`src/rtl/qtpa_pkg.sv`:
```
// Shared instruction-queue constants: instruction width and the bubble encoding.
package qtpa_pkg;

  localparam int INSTR_WIDTH = 32;
  localparam logic [INSTR_WIDTH-1:0] NOP_ENC = 32'h0000_0000;

endpackage

```
`src/rtl/qtps_iq_mem.sv`:
```
// Instruction storage: DEPTH x INSTR_WIDTH register array.
// Latency: write lands on the clock edge, read is combinational.
// Backpressure: none here; the owner gates the write enable.
module qtps_iq_mem
  import qtpa_pkg::*;
#(
  parameter int DEPTH = 8,
  parameter int AW    = $clog2(DEPTH)
) (
  input  logic                   clk,
  input  logic                   we,
  input  logic [AW-1:0]          waddr,
  input  logic [INSTR_WIDTH-1:0] wdata,
  input  logic [AW-1:0]          raddr,
  output logic [INSTR_WIDTH-1:0] rdata
);

  logic [INSTR_WIDTH-1:0] mem [DEPTH];

  always_ff @(posedge clk) begin
    if (we) begin
      mem[waddr] <= wdata;
    end
  end

  assign rdata = mem[raddr];

endmodule

```
`src/rtl/qtps_iq.sv`:
```
// Instruction queue feeding a registered instruction word to core decode.
// Latency: 2 edges from push into an empty queue to instruction, no bypass.
// Backpressure: in_ready drops only when full; stall freezes the output register.
module qtps_iq
  import qtpa_pkg::*;
#(
  parameter int                     DEPTH    = 8,
  parameter logic [INSTR_WIDTH-1:0] NOP_INSN = NOP_ENC
) (
  input  logic                     clk,
  input  logic                     rst,
  input  logic                     in_valid,
  input  logic [INSTR_WIDTH-1:0]   in_instr,
  output logic                     in_ready,
  input  logic                     stall,
  input  logic                     flush,
  output logic [INSTR_WIDTH-1:0]   instruction,
  output logic                     issue_valid,
  output logic [$clog2(DEPTH):0]   count,
  output logic [15:0]              bubble_cnt
);

  localparam int AW = $clog2(DEPTH);
  localparam int CW = AW + 1;

  logic [AW-1:0]          head;
  logic [AW-1:0]          tail;
  logic                   full;
  logic                   push;
  logic                   pop;
  logic [INSTR_WIDTH-1:0] head_dat;

  assign full     = (count == CW'(DEPTH));
  // Ready ignores stall and any same-cycle pop so it never depends on the core.
  assign in_ready = !full && !rst;
  assign push     = in_valid && in_ready && !flush;
  assign pop      = !stall && !flush && (count != '0);

  qtps_iq_mem #(
    .DEPTH (DEPTH),
    .AW    (AW)
  ) u_mem (
    .clk   (clk),
    .we    (push),
    .waddr (tail),
    .wdata (in_instr),
    .raddr (head),
    .rdata (head_dat)
  );

  always_ff @(posedge clk) begin
    if (rst) begin
      head        <= '0;
      tail        <= '0;
      count       <= '0;
      instruction <= NOP_INSN;
      issue_valid <= 1'b0;
      bubble_cnt  <= '0;
    end else if (flush) begin
      head        <= '0;
      tail        <= '0;
      count       <= '0;
      instruction <= NOP_INSN;
      issue_valid <= 1'b0;
    end else begin
      if (push) begin
        tail <= tail + AW'(1);
      end
      if (pop) begin
        head <= head + AW'(1);
      end
      case ({push, pop})
        2'b10:   count <= count + CW'(1);
        2'b01:   count <= count - CW'(1);
        default: count <= count;
      endcase
      if (!stall) begin
        if (pop) begin
          instruction <= head_dat;
          issue_valid <= 1'b1;
        end else begin
          instruction <= NOP_INSN;
          issue_valid <= 1'b0;
          if (bubble_cnt != 16'hFFFF) begin
            bubble_cnt <= bubble_cnt + 16'd1;
          end
        end
      end
    end
  end

endmodule

```
`config.mk`:
```
export PLATFORM = sky130hd
export DESIGN_NAME = qtps_iq
export DESIGN_NICKNAME = d
export VERILOG_FILES = /design/src/rtl/qtpa_pkg.sv /design/src/rtl/qtps_iq_mem.sv /design/src/rtl/qtps_iq.sv
export SDC_FILE = /design/constraint.sdc
export NUM_CORES = 1
export LEC_CHECK = 0
export CAP_MARGIN = 15
export CORE_AREA = 2 2 177 179
export CTS_BUF_LIST = sky130_fd_sc_hd__clkbuf_4
export DETAILED_ROUTE_END_ITERATION = 8
export DIE_AREA = 0 0 179 181
export MAX_ROUTING_LAYER = met4
export REMOVE_ABC_BUFFERS = 1
export SYNTH_ARGS = -nofsm -noshare
export SYNTH_HDL_FRONTEND = slang
export SYNTH_SLANG_ARGS = --single-unit
```
`constraint.sdc`:
```
create_clock -name clk -period 6 [get_ports clk]
set_input_delay 0.6 -clock clk [delete_from_list [all_inputs] [get_ports clk]]
set_output_delay 0.6 -clock clk [all_outputs]
set_load 0.005 [all_outputs]
```
; Word-level counts from Yosys, hierarchy flattened
; Memories as Yosys holds them, arrays and structs flattened. A register that Yosys moved wholly into a read port is not among the register bits.
; Index checks and enable logic that the tools add are counted.
[totals]
out_inout_bits = 54
reg_bits = 59
ram_bits = 256
wordCells = 39
memories = 1
[mem_list]
columns = name, depth, word_bits, read_ports, rd_ports_with_merged_regs, write_ports, line_no
row1 = u_mem.mem, 8, 32, 1, 1, 1, qtps_iq_mem.sv:18  ; logic [INSTR_WIDTH-1:0] mem [DEPTH];
[classes]
bitwise = 3
add_sub_neg = 5
eq_ne = 4
reduce_logical = 13
mux = 7
[op_table]
columns = op, n
row1 = two-way mux 32 bit, 1
row2 = "adder 16 x 1 -> 16 bit, second input constant", 1
row3 = "inequality test 16 bit, second input constant", 1
row4 = one-hot mux 4 bit (2 select lines), 1
row5 = "adder 3 x 1 -> 3 bit, second input constant", 2
row6 = two-way mux 3 bit, 2
row7 = logical AND 1 bit, 5
row8 = "adder 4 x 1 -> 4 bit, second input constant", 1
row9 = "== test 4 bit, second input constant", 1
row10 = zero test 1 bit, 4
row11 = AND reduction 4 bit, 1
row12 = nonzero test 4 bit, 1
row13 = "subtractor 4 x 1 -> 4 bit, second input constant", 1
row14 = two-way mux 1 bit, 3
row15 = inverter 1 bit, 3
row16 = "== test 2 x 1 -> 1 bit, second input constant", 1
row17 = "== test 2 bit, second input constant", 1
row18 = nonzero test 2 bit, 1
row19 = OR reduction 2 bit, 1

; Logic depth before layout (Yosys ltp)
[logic_depth]
ltp_word = 7
depth_mapped = 11
mapped_depth_nobuf = 10

; Hierarchy
; A second synthesis with hierarchy kept.
[unflattened]
hier_cells = 661
area_unflattened_um2 = 12324.3
[by_module_without_submodules]
columns = module, seq_area_each_um2, instances, area_each_um2, cells_per_inst
row1 = qtps_iq_mem, 7687.4, 1, 9825.7, 383
row2 = qtps_iq, 1181.1, 1, 2498.6, 278

; Worst setup path before layout
; OpenSTA, ideal clock, no wires.
[synth_path]
path_type = input -> register
startpoint = in rst
endpoint = mem u_mem.mem[0][0] (enable)
t_required_ns = 5.539
path_stages = 4
arrival_ns = 3.381
setup_slack_ns = 2.158
cell_sequence = nor2_1 nand3_1 or2_1 nor3_1
[synth_via]
elab_chain_cells = 6
[synth_rtl]
columns = item, line_no
row1 = from (decl), qtps_iq.sv:11  ; input logic rst,
row2 = zero test 1 bit, qtps_iq.sv:35  ; assign in_ready = !full && !rst;
row3 = logical AND 1 bit, qtps_iq.sv:35
row4 = logical AND 1 bit (2 in series), qtps_iq.sv:36  ; assign push = in_valid && in_ready && !flush;
row5 = two-way mux 1 bit, qtps_iq_mem.sv:21  ; if (we) begin
row6 = two-way mux 1 bit (implied by the code), qtps_iq_mem.sv:22  ; mem[waddr] <= wdata;
row7 = to (decl), qtps_iq_mem.sv:18
; Every way passes these cells.

; Final worst setup path
[layout_path]
startpoint = reg count[0]
endpoint = out in_ready
[layout_via]
elab_chain_cells = 3
[layout_rtl]
columns = item, line_no
row1 = from (decl), qtps_iq.sv:19  ; output logic [$clog2(DEPTH):0] count,
row2 = from (signal assigned), qtps_iq.sv:73  ; 2'b10: count <= count + CW'(1);
row3 = from (signal assigned), qtps_iq.sv:74  ; 2'b01: count <= count - CW'(1);
row4 = from (signal assigned), qtps_iq.sv:75  ; default: count <= count;
row5 = == test 4 bit, qtps_iq.sv:33  ; assign full = (count == CW'(DEPTH));
row6 = zero test 1 bit, qtps_iq.sv:35
row7 = logical AND 1 bit, qtps_iq.sv:35
row8 = to (decl), qtps_iq.sv:14  ; output logic in_ready,
; Every way passes these cells.

==> reports/metrics.cfg <==
[yosys]
synth_area_um2=12030
seq_area_frac_synth=0.7423
yosys_warnings=0
ys_ff_latch=318
syn_inst=661
ys_types=40
syn_avg_cell_area_um2=18.20

[critical_path]
crit_end=in_ready
reg2reg_from=count[0]
ff2ff_setup_slack_ps=3230
path_max_fanout=8
critPathKind=register to output pin
cp-startpoint=count[0]
critPathArrivalTime_ps=2490
cp-end-kind=output pin
r2r_end=count[2]
cp.required_ps=5400
worstRegToRegCells=9
startpoint_type=register

[timing]
worstMarginPinSlew_ps=1130
finalSetupTns_ps=0
worst_slack_ps=2915
fmax_mhz=324.1
rsz0062_at_grt=false
fin_crit_sh=0.5142
min_period_ps=3085
setup_viol=0
finalMaxSlewViolations=0
relSlewSlack=0.2447
hold_viol=0
finClkSkew_ps=36.62

[clock_network]
clkLatencyLatePin_ps=660
htree_levels=3
cts_buffers=82
root_buffer=clkbuf_4
clock_path_buffers=3
cts_resized=0
post-cts-setup-buffers=0
cts_tree=yes
clkTransAtPathRegs_ps=60
cts_sinks=318
cts_hold_buffers=0

[place]
dpl.hpwl_um=13380
place_congestion=0.8130
io_buffers=90
dp_slack_ps=2316

[global_routing]
grt_max_degree=65
grt_pass1_wl_um=36960
grt_pass1_vias=7048
antenna_found_initial=2
overflow=0
grt_usage=0.1537

[outcome]
outcome=finished clean

[routing]
finalWirelength_um=23720
drc_errors=0
vias_per_cell=5.144
drt_iter0_drc=396
vias=6517
drtPass1Iterations=6
antenna_left=0
wl_per_cell_um=18.72

[die]
design.core.area_um2=30350
ios=91
initial_core_util=0.3963
rows=64
die_area_um2=32400
die_y_um=181
die_x_um=179

[pwr]
vdd_drop_max_v=0.0001026
pwr-share-clk=0.418
pwr_density_cell_nw_per_um2=294.3
switching_share=0.2001
internal_power_mw=3.414
p_sw_mw=0.8537
pwr-share-comb=0.021
p_leak_nw=4.517
p_seq_frac=0.561

[min_path]
whs_path_depth=2
hold_class=register to register

[final_layout]
syn2layout_area_growth_pct=20.56
drive_gt1_frac=0.2635
nets=854
register_area_um2=8935
nFillCells=2538
multi_input_area_um2=3000

[flow_run]
max-cap-violations=0

cell usage after synthesis:
| library cell | count | area, um2 |
|---|---|---|
| buf_2 | 4 | 20.02 |
| mux2i_1 | 33 | 330.3 |
| nor4_1 | 3 | 18.77 |
| and2_1 | 1 | 6.260 |
| nor4bb_1 | 1 | 10.01 |
| dfxtp_1 | 62 | 1241 |
| a21o_1 | 1 | 7.510 |
| o311a_1 | 1 | 10.01 |
| nor4b_1 | 2 | 17.52 |
| inv_2 | 1 | 3.750 |
| mux2_2 | 1 | 11.26 |
| nand2b_1 | 2 | 12.51 |
| and4_1 | 2 | 17.52 |
| nand4_1 | 8 | 50.05 |
| mux4_2 | 64 | 1441 |
| or4b_2 | 2 | 20.02 |
| nor3_1 | 4 | 20.02 |
| or4_4 | 1 | 11.26 |
| clkbuf_1 | 24 | 90.09 |
| or2_1 | 1 | 6.260 |
| or4_1 | 10 | 75.07 |
| xor2_1 | 6 | 52.55 |
| buf_6 | 1 | 11.26 |
| buf_1 | 5 | 18.77 |
| inv_1 | 3 | 11.26 |
| o31ai_1 | 9 | 67.56 |
| nand3_1 | 11 | 55.05 |
| xnor2_1 | 1 | 8.760 |
| o41ai_1 | 2 | 17.52 |
| nor2_1 | 20 | 75.07 |
| ha_1 | 6 | 75.07 |
| o21ai_0 | 38 | 190.2 |
| a21oi_1 | 20 | 100.1 |
| and3_1 | 1 | 6.260 |
| nor2b_1 | 3 | 18.77 |
| or3b_2 | 1 | 8.760 |
| nand2_1 | 44 | 165.2 |
| edfxtp_1 | 256 | 7687 |
| or3_1 | 4 | 25.02 |
| or2_2 | 2 | 12.51 |
layout make-up:
cell class,count,share of cell area
timing repair buffer,100,0.07041
inverter,4,0.001035
multi-input combinational,305,0.2069
clock inverter,10,0.002589
sequential,318,0.6162
antenna,2,0.0003452
clock buffer,132,0.06834
tap,396,0.03417
worst min path at each step:
stage	from	end	slack [ps]
3_5_place_dp	instruction[10]	instruction[10]	450
6_report	instruction[10]	instruction[10]	450
5_1_grt	instruction[10]	instruction[10]	480
2_1_floorplan	instruction[0]	instruction[0]	450
3_3_place_gp	instruction[13]	instruction[13]	430
4_1_cts	instruction[10]	instruction[10]	460
power groups by stage:
stage	clock network, mW	logic [mW]	registers [mW]
3_5_place_dp	0	0.0904	2.44
4_1_cts	1.85	0.0907	2.39
2_1_floorplan	0	0.0258	2.44
3_3_place_gp	0	0.0862	2.44
5_1_grt	1.96	0.0977	2.39
6_report	1.78	0.0893	2.39
routing by layer:
metal | up-vias | global-route usage | wire [um]
li1 | 3005 | - | -
met1 | 3264 | 0.1845 | 9834
met2 | 208 | 0.2471 | 11910
met3 | 40 | 0.03620 | 1502
met4 | 0 | 0.06764 | 481
met5 | - | - | 0
worst max-delay path, cell delays in order, from the launching register on:
cell             delay (ps)
dfxtp_1                 390
or4b_2                  790
nor2b_1                 180
clkdlybuf4s50_1         480
layout by cell type (no fill, tap or decap), types with 3 or more instances in the layout:
| cell type | n |
|---|---|
| edfxtp_1 | 256 |
| clkbuf_4 | 132 |
| clkdlybuf4s50_1 | 90 |
| mux4_2 | 64 |
| dfxtp_1 | 59 |
| nand2_1 | 44 |
| o21ai_0 | 38 |
| mux2i_1 | 33 |
| a21oi_1 | 20 |
| nor2_1 | 14 |
| nand3_1 | 11 |
| or4_1 | 10 |
| o31ai_1 | 9 |
| nand4_1 | 8 |
| clkinv_1 | 7 |
| buf_4 | 7 |
| xor2_1 | 6 |
| nor2_4 | 6 |
| ha_1 | 6 |
| inv_2 | 4 |
| or3_1 | 4 |
| nor2b_1 | 3 |
| inv_1 | 3 |
| nor4_1 | 3 |
state kept, by name, indices dropped and copies added, names as in the netlist, named ones only:
name and flops:
u_mem.mem 256, instruction 32, bubble_cnt 16, count 4, head 3, tail 3
issue_valid 1
logic make-up (layout without fill, tap and decap cells):
family | count (synthesis) | after routing | share of synthesized area
multiplexers | 98 | 98 | 0.1482
other | 0 | 2 | 0
AND/OR/NAND/NOR | 123 | 123 | 0.05253
XOR/XNOR | 7 | 7 | 0.005097
AO/OA/AOI/OAI | 71 | 71 | 0.03266
adder cells (fa/ha/maj) | 6 | 6 | 0.006241
flip-flops | 318 | 318 | 0.7423
buffers and inverters | 38 | 246 | 0.01290
stage by stage:
step	total power [mW]	instances	instance area, um2	hold slack [ps]	utilization
global placement	2.527	1120	13400	432.8	0.4415
floorplan	2.468	627	11890	448.7	-
global route	4.456	1267	14500	476.6	0.4778
detailed placement	2.532	1120	13400	445.2	0.4415
CTS	4.333	1262	14430	459.4	0.4754
finish	4.267	1267	14500	454.5	0.4778
Power figures use the tool's default switching activity.
